### src/rtl/mouse_position_tracker.sv
// mouse_position_tracker: turns 3-byte PS/2 mouse packets into a clamped
// absolute cursor position, button state and click pulses.
// Two-stage pipeline: stage 1 decodes/validates deltas, stage 2 applies them.
// Optional feature macro: MOUSE_ACCEL_EN (doubles deltas with |d| > ACCEL_THRESH).
module mouse_position_tracker #(
    parameter int POS_W        = 8,
    parameter int LIMIT_X      = 160,
    parameter int LIMIT_Y      = 120,
    parameter int DELTA_SHIFT  = 0,
    parameter int INVERT_Y     = 1,
    parameter int ACCEL_THRESH = 8
) (
    input  logic             CLK,
    input  logic             RESET,
    input  logic             PKT_VALID,
    input  logic [7:0]       STATUS,
    input  logic [7:0]       DX,
    input  logic [7:0]       DY,
    input  logic             RECENTRE,
    output logic [POS_W-1:0] POS_X,
    output logic [POS_W-1:0] POS_Y,
    output logic [2:0]       BUTTONS,
    output logic [2:0]       CLICK,
    output logic             POS_VALID,
    output logic             SYNC_ERR,
    output logic [7:0]       PKT_CNT
);

    // Deltas are carried as 10-bit signed so a doubled 9-bit delta still fits.
    localparam int D_W = 10;
    // Sum width has one bit beyond POS_W+2 so a doubled delta added to a
    // full-scale position can never wrap before clamping.
    localparam int SUM_W = POS_W + 3;

    localparam logic [POS_W-1:0]        CEN_X = POS_W'(LIMIT_X / 2);
    localparam logic [POS_W-1:0]        CEN_Y = POS_W'(LIMIT_Y / 2);
    localparam logic signed [SUM_W-1:0] MAX_X = SUM_W'(LIMIT_X - 1);
    localparam logic signed [SUM_W-1:0] MAX_Y = SUM_W'(LIMIT_Y - 1);

    typedef struct packed {
        logic [D_W-1:0] dx;
        logic [D_W-1:0] dy;
        logic [2:0]     btn;
    } s1_t;

    s1_t                      s1, s1_next;
    logic                     s1_vld;
    logic [8:0]               dx9, dy9;
    logic signed [D_W-1:0]    dx_a, dy_a;
    logic signed [SUM_W-1:0]  cur_x, cur_y, del_x, del_y, sum_x, sum_y;
    logic [POS_W-1:0]         nx, ny;

`ifdef MOUSE_ACCEL_EN
    localparam logic signed [D_W-1:0] THR = D_W'(ACCEL_THRESH);
`else
    localparam int unused_accel_thresh = ACCEL_THRESH;
`endif

    // Stage-1 decode: sign-extend, zero on overflow, optional accel, speed shift.
    always_comb begin
        dx9  = STATUS[6] ? 9'd0 : {STATUS[4], DX};
        dy9  = STATUS[7] ? 9'd0 : {STATUS[5], DY};
        dx_a = {dx9[8], dx9};
        dy_a = {dy9[8], dy9};
`ifdef MOUSE_ACCEL_EN
        if (dx_a > THR || dx_a < -THR) dx_a = dx_a <<< 1;
        if (dy_a > THR || dy_a < -THR) dy_a = dy_a <<< 1;
`endif
        s1_next.dx  = dx_a >>> DELTA_SHIFT;
        s1_next.dy  = dy_a >>> DELTA_SHIFT;
        s1_next.btn = STATUS[2:0];
    end

    // Stage-2 arithmetic: signed add against the live position, then clamp per axis.
    always_comb begin
        cur_x = SUM_W'({1'b0, POS_X});
        cur_y = SUM_W'({1'b0, POS_Y});
        del_x = {{(SUM_W-D_W){s1.dx[D_W-1]}}, s1.dx};
        del_y = {{(SUM_W-D_W){s1.dy[D_W-1]}}, s1.dy};
        sum_x = cur_x + del_x;
        sum_y = (INVERT_Y != 0) ? (cur_y - del_y) : (cur_y + del_y);

        if (sum_x < 0)          nx = '0;
        else if (sum_x > MAX_X) nx = MAX_X[POS_W-1:0];
        else                    nx = sum_x[POS_W-1:0];

        if (sum_y < 0)          ny = '0;
        else if (sum_y > MAX_Y) ny = MAX_Y[POS_W-1:0];
        else                    ny = sum_y[POS_W-1:0];
    end

    // Pipeline registers and outputs; RECENTRE wins over a packet in stage 2.
    always_ff @(posedge CLK) begin
        if (RESET) begin
            s1        <= '0;
            s1_vld    <= 1'b0;
            POS_X     <= CEN_X;
            POS_Y     <= CEN_Y;
            BUTTONS   <= '0;
            CLICK     <= '0;
            POS_VALID <= 1'b0;
            SYNC_ERR  <= 1'b0;
            PKT_CNT   <= '0;
        end else begin
            SYNC_ERR  <= PKT_VALID & ~STATUS[3];
            s1_vld    <= PKT_VALID & STATUS[3];
            if (PKT_VALID) s1 <= s1_next;
            CLICK     <= '0;
            POS_VALID <= 1'b0;
            if (RECENTRE) begin
                POS_X <= CEN_X;
                POS_Y <= CEN_Y;
            end else if (s1_vld) begin
                POS_X     <= nx;
                POS_Y     <= ny;
                BUTTONS   <= s1.btn;
                CLICK     <= s1.btn & ~BUTTONS;
                POS_VALID <= 1'b1;
                PKT_CNT   <= PKT_CNT + 8'd1;
            end
        end
    end

endmodule

### config.mk
export PLATFORM = sky130hd
export DESIGN_NAME = mouse_position_tracker
export DESIGN_NICKNAME = d
export VERILOG_FILES = /design/src/rtl/mouse_position_tracker.sv
export SDC_FILE = /design/constraint.sdc
export NUM_CORES = 1
export LEC_CHECK = 0
export CAP_MARGIN = 0
export CORE_ASPECT_RATIO = 0.8
export CORE_MARGIN = 1
export CORE_UTILIZATION = 26
export DETAILED_ROUTE_END_ITERATION = 10
export RECOVER_POWER = 25
export SYNTH_ARGS = -nofsm -noshare
export SYNTH_HDL_FRONTEND = slang
export SYNTH_SLANG_ARGS = --single-unit
### constraint.sdc
create_clock -name CLK -period 3 [get_ports CLK]
set_clock_uncertainty 0.2 [all_clocks]
set_input_delay 0.45 -clock CLK [delete_from_list [all_inputs] [get_ports CLK]]
set_output_delay 0.45 -clock CLK [all_outputs]
set_load 0.02 [all_outputs]
Yosys cells after proc, flatten, opt, wreduce, memory -nomap -nowiden. Index checks and enable logic that the tools add are counted.

Register bits: 54. Bits in latches: 0. RAM bits: 0. Memory bits (read-only): 0. Bits of input ports: 28. Output and inout bits: 32. Word-level logic and storage cells: 35. Memories: 0.

$add $sub $neg: 3. Multipliers: 0. Divide/modulo/power cells: 0. Order comparisons: 4. Eq/ne operators: 0. Shift operators: 0. Muxes and demuxes: 7. Bitwise operators: 7. Reductions and logical operators: 3.

Operator list (number): 2-to-1 mux 8 bit (4); less-than comparator 10 x 1 -> 1 bit, second input constant (2); 2-to-1 mux 9 bit (2); adder 9 x 9 -> 10 bit (1); > comparator 10 x 8 -> 1 bit, second input constant (1); > comparator 10 x 9 -> 1 bit, second input constant (1); subtractor 9 x 9 -> 10 bit (1); adder 8 x 1 -> 8 bit, second input constant (1); bitwise AND 3 bit (1); inverter 1 bit (3); inverter 3 bit (1); OR reduction 3 bit (1); bitwise AND 1 bit (2); AND reduction 2 bit (1); OR reduction 2 bit (1); 2-to-1 mux 1 bit (1).

Depth between registers and ports, before layout.
Word-level depth: 4. Mapped depth: 11. Depth with buffers taken out: 11.

Worst setup path before layout. OpenSTA, ideal clock, no wires.

Path kind: flip-flop to flip-flop. From: register POS_Y[0]. To: register POS_Y[2]. Library setup time: 0.135 ns. Data arrival time: 2.317 ns. Data required time: 2.665 ns. Setup slack: 0.348 ns. Cell stages (with the launch flop): 12. Path buffers: 0. Clock period less this slack: 2.652 ns. Cells stage by stage: dfxtp_1 -> inv_1 -> ha_1 -> inv_1 -> fa_1 -> a211o_1 -> and3_4 -> o41ai_4 -> xnor2_1 -> nand2_2 -> o21ai_1 -> nand3_1.

Word-level cells in the longest chain between the ends: 4. Elaborated cells on any way between the ends: 5. Classes of those cells: 1 x add/sub; 2 x order compare; 2 x mux.

Ends and longest elaborated chain: start: declaration (RTL line 21) `output logic [POS_W-1:0] POS_Y,`; start signal: assignment (RTL line 115) `POS_Y <= ny;`; subtractor 9 x 9 -> 10 bit * (RTL line 81) `sum_y = (INVERT_Y != 0) ? (cur_y - del_y) : (cur_y + del_y);`; > comparator 10 x 8 -> 1 bit (RTL line 88) `else if (sum_y > MAX_Y) ny = MAX_Y[POS_W-1:0];`; 2-to-1 mux 8 bit (RTL line 88); 2-to-1 mux 8 bit * (RTL line 87) `if (sum_y < 0) ny = '0;`.

Every way passes the cells marked *; elsewhere a longest branch is shown, timed or not. A chain may end at the register's enable or synchronous reset.

Final worst setup path.
From: register POS_Y[0]. To: register POS_Y[6].

Same word-level chain as after synthesis.

==> flow_summary.ini <==
[outcome]
outcome = complete, but fails checks
violations = capacitance limit, slew limit

[floorplan]
initial_utilization = 0.2679
die_h_um = 96.94
die_w_um = 120.7
rows = 34
dieArea_sq_um = 11700
ios = 60
core_area_sq_um = 10930

[setup_path]
critPathTopFamily = compound AO/OA/AOI/OAI gates
cp-end-kind = flip-flop
crit_start = POS_Y[0]$_SDFFE_PP0P_
cp_common_cell = inv_1
crit_fanout = 5
critPathSlowestCell = fa_1
crit_chain = inv_1 -> ha_1 -> inv_1 -> fa_1 -> a211o_1 -> and3_4 -> o41ai_4 -> xnor2_1 -> nand2_2 -> o21ai_1 -> a21oi_1
cp-start-kind = flip-flop
cp.arrival_ps = 2720
rr_startpoint = POS_Y[0]$_SDFFE_PP0P_
crit_type = reg -> reg
critPathRequiredTime_ps = 2950
crit_buf_inv = 2
cpPeakStageDelay_ps = 410

[global_routing]
use_met3 = 0.02889
grt_first_pass_wirelength_um = 12280
grt_max_degree = 34
grtUsageMet1 = 0.1901
grt.busiest_layer = met2
gr-total-overflow = 0
grt_usage = 0.1300
antenna_found_initial = 0
use_met2 = 0.1954
grt_pass1_vias = 2450

[route]
drtAntennaViolNets = 0
first_pass_iters = 4
post_drt_wl_per_cell_um = 13.55
drt-total-wl_um = 7398
num_vias = 2546
vias_per_cell = 4.663
drc = 0
drtIter0Drc = 117

[yosys]
syn_nets = 389
post-synth-top-count-cell = dfxtp_1
synthTopCellsByArea = dfxtp_1 (37%), ha_1 (7.3%), a21oi_1 (5.6%), nor2_1 (5.5%), nor2b_1 (4.7%)
synth_common_cells = dfxtp_1 (54), nor2_1 (43), a21oi_1 (33)
synth-edff-count = 0
syn_area_per_cell_sq_um = 8.565
ys_seq_area_frac = 0.3691
ys.flop_type = dfxtp_1
synthCells = 342
synth_top_area_share = 0.3691
synth_area_sq_um = 2929
async_flop_share = 0
synth_largest_area_cell = dfxtp_1
ys_types = 53
synth_warnings = 0
synth-seq-cells = 54

[power_and_ir_drop]
power_density_nw_per_um2 = 453.6
ir_drop_v = 0.0002966
p_leak_nw = 1.492
total_power_mw = 1.752

[clocking]
cts_resized = 0
cts_setup_buffers = 0
cts_root_buffer = clkbuf_16
clkTransAtPathRegs_ps = 70
ctsLongestPathBuffers = 2
cts_buffers = 5
htree_num_levels = 2
cts_tree = done
clk_latency_ps = 290
clock_sinks = 54
cts_hold_buf = 0

[sta]
fin_tns_setup_ps = 0
rsz0062_at_grt = false
setup_viol = 0
finalHoldViolations = 0
fin_crit_sh = 0.9225
min_period_ps = 2768
fmax_mhz = 361.3
final_max_slew_viol_count = 34
relSlewSlack = -0.07316
tightest_slew_ps = 1610

[final_layout]
fin_nets = 448
fill_cells = 1100
antenna_cells = 0
drive_gt1_frac = 0.05970
synthToLayoutAreaGrowth_pct = 31.82

[hold_path]
hold_class = reg -> reg
hold_start = BUTTONS[1]$_SDFFE_PP0P_

[placed_design]
io_buffers = 59
gp_congestion = 0.8676
place.detailed.hpwl_um = 5473

[job]
drv_cap = 1
-- placed cells by master, fill, tap and decap left out, types with 3 or more instances in the layout --
master | Yosys | layout
nor3_1 | 8 | 8
clkbuf_16 | 0 | 5
a2bb2oi_1 | 7 | 7
buf_4 | 0 | 6
nand2b_1 | 7 | 7
o21ai_0 | 16 | 16
nand4_1 | 3 | 3
or3_1 | 3 | 3
a31oi_1 | 3 | 3
xor2_1 | 8 | 8
o21ai_1 | 5 | 5
nand3_1 | 6 | 6
o21a_1 | 3 | 3
dfxtp_1 | 54 | 54
ha_1 | 17 | 17
a21oi_1 | 33 | 33
mux2i_1 | 7 | 7
nor2b_1 | 22 | 22
clkdlybuf4s50_1 | 0 | 57
nor3b_1 | 6 | 6
nor2_1 | 43 | 43
inv_1 | 17 | 17
nand2_1 | 15 | 15
xnor2_1 | 6 | 6
-- routing by layer --
layer	vias up	routed length, um
met5	-	0
met4	0	31
met3	2	441
met2	73	3024
met1	1157	3900
li1	1314	-
-- path summary, 6_finish.rpt --
kind / endpoint / slack, ps / depth (start not counted)
setup / recovery: POS_Y[6]$_SDFFE_PP0P_ / 230 / 11
hold / removal: CLICK[1]$_SDFF_PP0_ / 260 / 1
setup reg to reg: POS_Y[6]$_SDFFE_PP0P_ / 230 / 11
hold reg to reg: CLICK[1]$_SDFF_PP0_ / 260 / 1
-- flip-flops by register name (all words and copies together), names as in the netlist --
register and cells:
BUTTONS 3, CLICK 3, PKT_CNT 8, POS_VALID 1
POS_X 8, POS_Y 8, SYNC_ERR 1, del_x 9
del_y 9, s1 3, s1_vld 1
-- final cells by class --
class                      count  area (sq um)  share of cell area
clock buffer                   5         125.1             0.03240
timing repair buffer          67         643.1              0.1666
sequential                    54          1081              0.2800
tap                          144         180.2             0.04666
inverter                      17         63.81             0.01653
multi-input combinational    256          1699              0.4401
clock inverter                 3         68.82             0.01782
-- per-stage QoR --
stage | util | std cells | instance area, sq um | setup WS (ps) | hold slack [ps]
CTS | 0.3539 | 546 | 3869 | 251.5 | 251.7
detailed placement | 0.3361 | 538 | 3675 | 256.5 | 236.7
floorplan | - | 342 | 2929 | 348.5 | 249.8
finish | 0.3532 | 546 | 3861 | 232.4 | 256.5
global placement | 0.3361 | 538 | 3675 | 342.7 | 244.3
global route | 0.3532 | 546 | 3861 | 49.89 | 280.3
-- power breakdown --
group	internal [mW]	total, mW	switching (mW)	leakage (nW)
clock network	0.480	0.744	0.264	0.0940
registers	0.734	0.746	0.0119	0.439
logic	0.124	0.262	0.138	0.959
-- kinds of logic after synthesis --
family,after synthesis,synth area share
compound gates,89,0.2025
xor+xnor,14,0.04186
fa+ha+maj,19,0.08629
buf+inv,32,0.05083
flops,54,0.3691
mux,7,0.02392
simple gates,127,0.2255
(Power assumes the default switching activity.)
